### src/rtl/pick_seq.sv
// Frame sequencer: arms the pixel picker once per line and writes the returned pixels
// to the line buffer at line*numPixel+pixel. Define PICK_SEQ_TIMEOUT_EN for the WAIT timeout.
module pick_seq #(
    parameter int pixelWidth    = 16,
    parameter int numPixel      = 16,
    parameter int numLine       = 8,
    parameter int timeoutCycles = 1024
) (
    input  logic                                  CLK,
    input  logic                                  nRST,
    input  logic                                  start,
    input  logic                                  abort,
    input  logic                                  pick_valid,
    input  logic [pixelWidth-1:0]                 pick_data,
    output logic                                  go,
    output logic                                  wr_en,
    output logic [$clog2(numLine*numPixel)-1:0]   wr_addr,
    output logic [pixelWidth-1:0]                 wr_data,
    output logic                                  busy,
    output logic                                  frame_done,
    output logic                                  line_err,
    output logic                                  timeout_err
);

    // state | meaning
    // IDLE  | no frame in progress, counters held at zero
    // ARM   | go pulse to the picker for the current line
    // WAIT  | waiting for the first valid pixel of the line
    // LINE  | collecting the remaining pixels of the line
    // NEXT  | line complete, advance line or finish frame
    // DONE  | frame_done pulse
    // ERR   | short line or timeout, held until start

    localparam int AW = $clog2(numLine * numPixel);
    localparam int PW = $clog2(numPixel);
    localparam int LW = (numLine > 1) ? $clog2(numLine) : 1;

    typedef enum logic [2:0] {IDLE, ARM, WAIT, LINE, NEXT, DONE, ERR} state_t;

    state_t        state;
    logic [PW-1:0] pix_cnt;
    logic [LW-1:0] line_cnt;
    logic [AW-1:0] pix_addr;

    assign pix_addr = AW'(line_cnt) * AW'(numPixel) + AW'(pix_cnt);

`ifdef PICK_SEQ_TIMEOUT_EN
    localparam int TW = (timeoutCycles > 1) ? $clog2(timeoutCycles) : 1;
    logic [TW-1:0] wait_tmr;
`else
    assign timeout_err = 1'b0;
`endif

    // Outputs are registered: each one is set on the edge that enters the state it belongs to.
    always_ff @(posedge CLK or negedge nRST) begin
        if (!nRST) begin
            state      <= IDLE;
            pix_cnt    <= '0;
            line_cnt   <= '0;
            go         <= 1'b0;
            wr_en      <= 1'b0;
            wr_addr    <= '0;
            wr_data    <= '0;
            busy       <= 1'b0;
            frame_done <= 1'b0;
            line_err   <= 1'b0;
`ifdef PICK_SEQ_TIMEOUT_EN
            timeout_err <= 1'b0;
            wait_tmr    <= '0;
`endif
        end else begin
            go         <= 1'b0;
            wr_en      <= 1'b0;
            frame_done <= 1'b0;
            if (abort && state != IDLE) begin
                state <= IDLE;
                busy  <= 1'b0;
            end else begin
                unique case (state)
                    IDLE: begin
                        pix_cnt  <= '0;
                        line_cnt <= '0;
                        if (start && !abort) begin
                            state <= ARM;
                            go    <= 1'b1;
                            busy  <= 1'b1;
                        end
                    end
                    ARM: begin
                        state <= WAIT;
`ifdef PICK_SEQ_TIMEOUT_EN
                        wait_tmr <= TW'(timeoutCycles - 1);
`endif
                    end
                    WAIT: begin
                        if (pick_valid) begin
                            wr_en   <= 1'b1;
                            wr_addr <= pix_addr;
                            wr_data <= pick_data;
                            pix_cnt <= PW'(1);
                            state   <= LINE;
                        end
`ifdef PICK_SEQ_TIMEOUT_EN
                        else if (wait_tmr == '0) begin
                            timeout_err <= 1'b1;
                            busy        <= 1'b0;
                            state       <= ERR;
                        end else begin
                            wait_tmr <= wait_tmr - 1'b1;
                        end
`endif
                    end
                    LINE: begin
                        if (pick_valid) begin
                            wr_en   <= 1'b1;
                            wr_addr <= pix_addr;
                            wr_data <= pick_data;
                            if (pix_cnt == PW'(numPixel - 1)) begin
                                state <= NEXT;
                            end else begin
                                pix_cnt <= pix_cnt + 1'b1;
                            end
                        end else begin
                            line_err <= 1'b1;
                            busy     <= 1'b0;
                            state    <= ERR;
                        end
                    end
                    NEXT: begin
                        pix_cnt <= '0;
                        if (line_cnt == LW'(numLine - 1)) begin
                            frame_done <= 1'b1;
                            state      <= DONE;
                        end else begin
                            line_cnt <= line_cnt + 1'b1;
                            go       <= 1'b1;
                            state    <= ARM;
                        end
                    end
                    DONE: begin
                        busy  <= 1'b0;
                        state <= IDLE;
                    end
                    ERR: begin
                        if (start) begin
                            line_err <= 1'b0;
`ifdef PICK_SEQ_TIMEOUT_EN
                            timeout_err <= 1'b0;
`endif
                            pix_cnt  <= '0;
                            line_cnt <= '0;
                            go       <= 1'b1;
                            busy     <= 1'b1;
                            state    <= ARM;
                        end
                    end
                    default: begin
                        busy  <= 1'b0;
                        state <= IDLE;
                    end
                endcase
            end
        end
    end

endmodule
### config.mk
export PLATFORM = sky130hd
export DESIGN_NAME = pick_seq
export DESIGN_NICKNAME = d
export VERILOG_FILES = /design/src/rtl/pick_seq.sv
export SDC_FILE = /design/constraint.sdc
export NUM_CORES = 1
export LEC_CHECK = 0
export ABC_AREA = 1
export CAP_MARGIN = 20
export CORE_ASPECT_RATIO = 0.7
export CORE_MARGIN = 3
export CORE_UTILIZATION = 47
export DETAILED_ROUTE_END_ITERATION = 10
export GPL_TIMING_DRIVEN = 0
export PLACE_DENSITY = 0.78
export SYNTH_ARGS = -nofsm -noshare
export SYNTH_HDL_FRONTEND = slang
export SYNTH_SLANG_ARGS = --single-unit
### constraint.sdc
create_clock -name CLK -period 1.9 [get_ports CLK]
set_clock_uncertainty 0.2 [all_clocks]
set_input_delay 0.38 -clock CLK [delete_from_list [all_inputs] [get_ports CLK]]
set_output_delay 0.38 -clock CLK [all_outputs]
set_load 0.01 [all_outputs]
* Word level (Yosys, flattened, before mapping) *
Cells that the tools add are included.

operators by class
  $add $sub $neg = 3
  equal/unequal tests = 19
  multiplexer cells = 35
  bitwise gates (word level) = 1
  reductions and logical operators = 17

operators with widths
  operator             count
  $mux 3               9
  $pmux 3 s6           1
  $mux 1               16
  $mux 4               4
  $pmux 4 s4           1
  $reduce_and 4->1     4
  $ne 2x2->1 const B   6
  $ne 3x3->1 const B   4
  $eq 3x3->1 const B   3
  $pmux 3 s3           1
  $add 7x4->7          1
  $eq 3x2->1 const B   2
  $reduce_and 6->1     1
  $reduce_bool 3->1    2
  $add 4x1->4 const B  1
  $eq 4x4->1 const B   1
  $ne 4x4->1 const B   1
  $pmux 1 s4           1
  $reduce_bool 4->1    1
  $reduce_or 2->1      2
  $add 3x1->3 const B  1
  $eq 3x1->1 const B   1
  $logic_not 3->1      1
  $pmux 1 s3           1
  other kinds (8)      9

word-level totals
  register bits after elaboration = 38

* Longest topological paths before layout *
  depth in word-level cells = 5
  depth in mapped cells = 9

* Worst setup path after synthesis *
No wires, ideal clock.

  path type = reg-to-reg
  from = register state[1]
  to = register wr_addr[1]
  arrival = 1.207 ns
  setup slack = 0.377 ns
  stages on the path, launching flop included = 10
  path buffers = 3
  period minus slack after synthesis = 1.523 ns
  cells stage by stage = dfrtp_1 buf_4 nor2_4 nand2_2 nand2_2 nand2_2 buf_6 buf_6 nand2_1 nand2_1

between the ends
  cells in the longest elaborated chain, start to end = 4
  elaborated cells on any way between the ends = 7
  classes of those cells = eq/ne (2); bitwise (1); reduce/logical (4)

ends and longest elaborated chain
  what                                                RTL line  RTL
  start: declaration                                  40        state_t state;
  start signal: assignment                            57        state <= IDLE;
  start signal: assignment                            76        state <= IDLE;
  start signal: assignment                            84        state <= ARM;
  branches (longest 3 deep; another with $eq 3x2->1)  -
  $reduce_and 3->1 (no source line) (*)               -
  end signal: assignment                              98        wr_addr <= pix_addr;
  end signal: assignment                              116       wr_addr <= pix_addr;
  end: declaration                                    17        output logic [$clog2(numLine*numPixel)-1:0] wr_addr,

Mark *: on every way between the ends.
A chain may end at the register's enable or synchronous reset.

* Final worst setup path *
  from = register wr_data[14]
  to = output wr_data[14]

RTL lines
  what                      RTL line  RTL
  start: declaration        18        output logic [pixelWidth-1:0] wr_data,
  start signal: assignment  99        wr_data <= pick_data;
  start signal: assignment  117       wr_data <= pick_data;

No word-level cell between the ends.

==> results summary <==
The average wire per standard cell is 12.6 um. Dividing total power by cell area gives a power density of 1320 nW/um^2. In this run the tool buffered the top-level ports with 48 buffer cells. The register area is 951 um^2. The floorplan step set the die height to 58.0 um.

The final layout contains routed wiring with a total length of 4080 um. In this run the worst hold path is classified as in -> async. Walking the worst path, the cells encountered are clkdlybuf4s50_1.

The area share of the largest cell type after synthesis is 52.3%. The core area is 3630 um^2. The root buffer cell chosen for the clock tree is sky130_fd_sc_hd__clkbuf_8. Multiplexer cells account for 0% of the synthesized area. After layout, the minimum clock period comes to 1780 ps.

The total global routing track utilization came out at 18.9%. Setup repair after global routing left no endpoint under its margin. Sorting the synthesized cells by how often they occur yields sky130_fd_sc_hd__nand2_1 (88), sky130_fd_sc_hd__dfrtp_1 (38), sky130_fd_sc_hd__nand3_1 (16). STA classifies the critical path startpoint as a flip-flop. Among all stages on the critical path, the largest delay is contributed by sky130_fd_sc_hd__clkdlybuf4s50_1. The main combinational cell family by area after synthesis is simple AND/OR/NAND/NOR gates. The data arrival time at the worst-slack endpoint came out at 1200 ps.

The post-synthesis share of cell area spent on full adders, half adders and majority gates is 2.06%. The number of enable flip-flop cells after synthesis is 0. The analysis attributes to cell leakage a power of 1.23 nW.

The routed via count came out at 1564. The number of pins with negative max-slew slack in the final report was 0. The worst setup path is of the reg -> out kind. The detailed router finished its first iteration with 95 violations. The antenna diode count came out at 0.

The number of detailed-route iterations in the first pass is 4. After layout, the worst path uses 93.5% of the clock period. The multi-input combinational cells in the finished layout cover a total of 739 um^2. The transition time of the tightest slew-check pin came out at 803 ps. The cell count of the worst reg-to-reg path is 8. The die span in x came out at 80.3 um. The synthesized instance count is 217. The average via count per standard cell is 4.84.

The register bit total from synthesis came out at 38. The setup TNS came out at 0 ps. The via count of the first global-routing pass is 1467.

Timing would allow up to 563 MHz. The area fraction in compound gates after synthesis is 5.92%. The synthesized area per cell came out at 8.38 um^2.

The area added between synthesis and finish is 34.8%. The number of nets in the layout came out at 296. The routability congestion estimate from global placement came out at 0.899. Counting distinct cell types in the post-synthesis netlist gives 25. For this run, the register share of the synthesized area comes to 52.3%. The synthesized netlist devotes 32.5% of its cell area to simple gates.

The largest total area in the synthesized netlist belongs to sky130_fd_sc_hd__dfrtp_1. On the worst path, the slowest cell contributes a delay of 550 ps. The count of unresolved DRC violations after routing is 0.

TritonCTS built the clock tree. The smallest setup slack after layout is 123 ps. In this design, the largest share of critical-path delay is due to buffers and inverters. The worst setup path is captured at a primary output. The total stage count of the critical path is 1. The I/O pin count is 50. The post-synthesis xor/xnor area fraction is 0%. The final instance count without filler cells is 323. Clock-pin slew was measured on the worst setup and hold paths at 70 ps. VDD sags by at most 0.000695 V. The latest clock arrival within the worst-skew pair is 280 ps.

The total count of hold-check failures in the final report came to 38. Buffers inserted to repair hold after CTS numbered 0. The number of H-tree branching levels came out at 2. The cell count after placement came out at 315. The tightest slew margin relative to the limit is 46.5%.

By area the synthesized netlist is led by sky130_fd_sc_hd__dfrtp_1 (52%), sky130_fd_sc_hd__nand2_1 (18%), sky130_fd_sc_hd__nand3_1 (4.4%), sky130_fd_sc_hd__buf_6 (2.5%), sky130_fd_sc_hd__inv_1 (2.3%). The fraction of registers with async set or reset after synthesis came out at 100%. Of all nets on the critical path, the largest fanout is 2. The synthesized net count came out at 241.

The total global routing overflow came out at 0. The global-route wire length before repair is 6730 um. The number of filler cells placed in the layout is 332. The tree built by TritonCTS fans out to 38 sinks. The starting utilization of the core area is 50.1%. The CTS buffer count is 5.

The number of antenna violations at the first check in global routing is 0. The mapped netlist covers 1820 um^2. The final-layout worst hold slack is -16.3 ps.

Counting both buffers and inverters, the worst setup path holds a total of 1. The largest net degree at the start of global routing is 39. Setup violations remaining at the end of the flow were counted as 0. The remaining number of nets flagged by the antenna check after routing is 0.

After legalization and detailed placement, the total HPWL measured 3090 um. The fraction of layout instances using a drive strength above 1 came out at 12.5%. The number of maximum-capacitance violations is 0.

Data on the critical path is required at its endpoint by 1320 ps. The checks that failed: negative hold slack. In this run the core area contains 18 standard-cell rows. The most common cell in the synthesized netlist is sky130_fd_sc_hd__nand2_1. The synthesis warning total came out at 0. The number of buffers between clock root and the deepest sink is 2. OpenSTA, run right after detailed placement, puts the worst setup slack at -208 ps. The die covers 4660 um^2. The run finished, with violations left.

The predominant post-synthesis flop cell is sky130_fd_sc_hd__dfrtp_1.
## power breakdown
group          internal (mW)  switching [mW]  total (mW)
combinational          0.699           0.752        1.45
clock                  0.293           0.263       0.556
sequential              1.07           0.161        1.23
## repair_timing
item                                    CTS  global route
hold endpoints to repair                  0             0
resized for setup                         0             1
setup buffers                             0             0
endpoints found under the setup margin    0             2
## worst paths after layout
check	from	to	slack (ps)
hold reg to reg	wr_data[15]	wr_data[15]	280
min in group CLK	wr_data[15]	wr_data[15]	280
setup / recovery	wr_data[14]	wr_data[14]	120
max in group asynchronous	nRST	wr_data[9]	1010
hold / removal	nRST	wr_data[4]	-20
setup reg to reg	state[1]	state[2]	200
## registers in the layout, indices dropped and copies added, names as in the netlist
name	flops
busy	1
frame_done	1
go	1
line_cnt	3
line_err	1
pix_cnt	4
state	3
wr_addr	7
wr_data	16
wr_en	1
## per-layer routing
layer	track usage (%)	routed length, um
met5	0	0
met4	6.02	29
met3	4.81	159
met2	28.2	1860
met1	27.2	2030
## cell usage in the layout, fill, tap and decap left out, types with 5 or more instances in the layout
master	n
sky130_fd_sc_hd__nand3_1	16
sky130_fd_sc_hd__clkdlybuf4s50_1	46
sky130_fd_sc_hd__dfrtp_1	38
sky130_fd_sc_hd__nand2_1	88
sky130_fd_sc_hd__nand2_2	6
sky130_fd_sc_hd__inv_2	5
sky130_fd_sc_hd__inv_1	11
sky130_fd_sc_hd__o21ai_0	8
sky130_fd_sc_hd__clkbuf_8	6
sky130_fd_sc_hd__nor2_1	9
## logic make-up after synthesis
group	Yosys count
AND/OR/NAND/NOR	134
buffers and inverters	23
adder cells (fa/ha/maj)	3
other	1
flip-flops	38
AO/OA/AOI/OAI	18
## area by class of cell
class / instances / area share (%)
inverters: 16 / 2.45
well taps: 50 / 2.55
multi-input cells: 156 / 30.2
clock inverters: 1 / 0.204
clock buffers: 7 / 3.52
plain buffers: 7 / 2.76
flip-flops and latches: 38 / 38.8
repair buffers: 48 / 19.5
## through the flow
| stage | utilization, % | instance area, um^2 | total power, mW |
|---|---|---|---|
| 2_1_floorplan | - | 1820 | 2.02 |
| 3_3_place_gp | 65.1 | 2360 | 2.65 |
| 3_5_place_dp | 65.0 | 2360 | 2.69 |
| 4_1_cts | 67.5 | 2450 | 3.26 |
| 5_1_grt | 67.6 | 2450 | 3.47 |
| 6_report | 67.6 | 2450 | 3.23 |
Note: power is estimated with default switching activity, not from simulation.
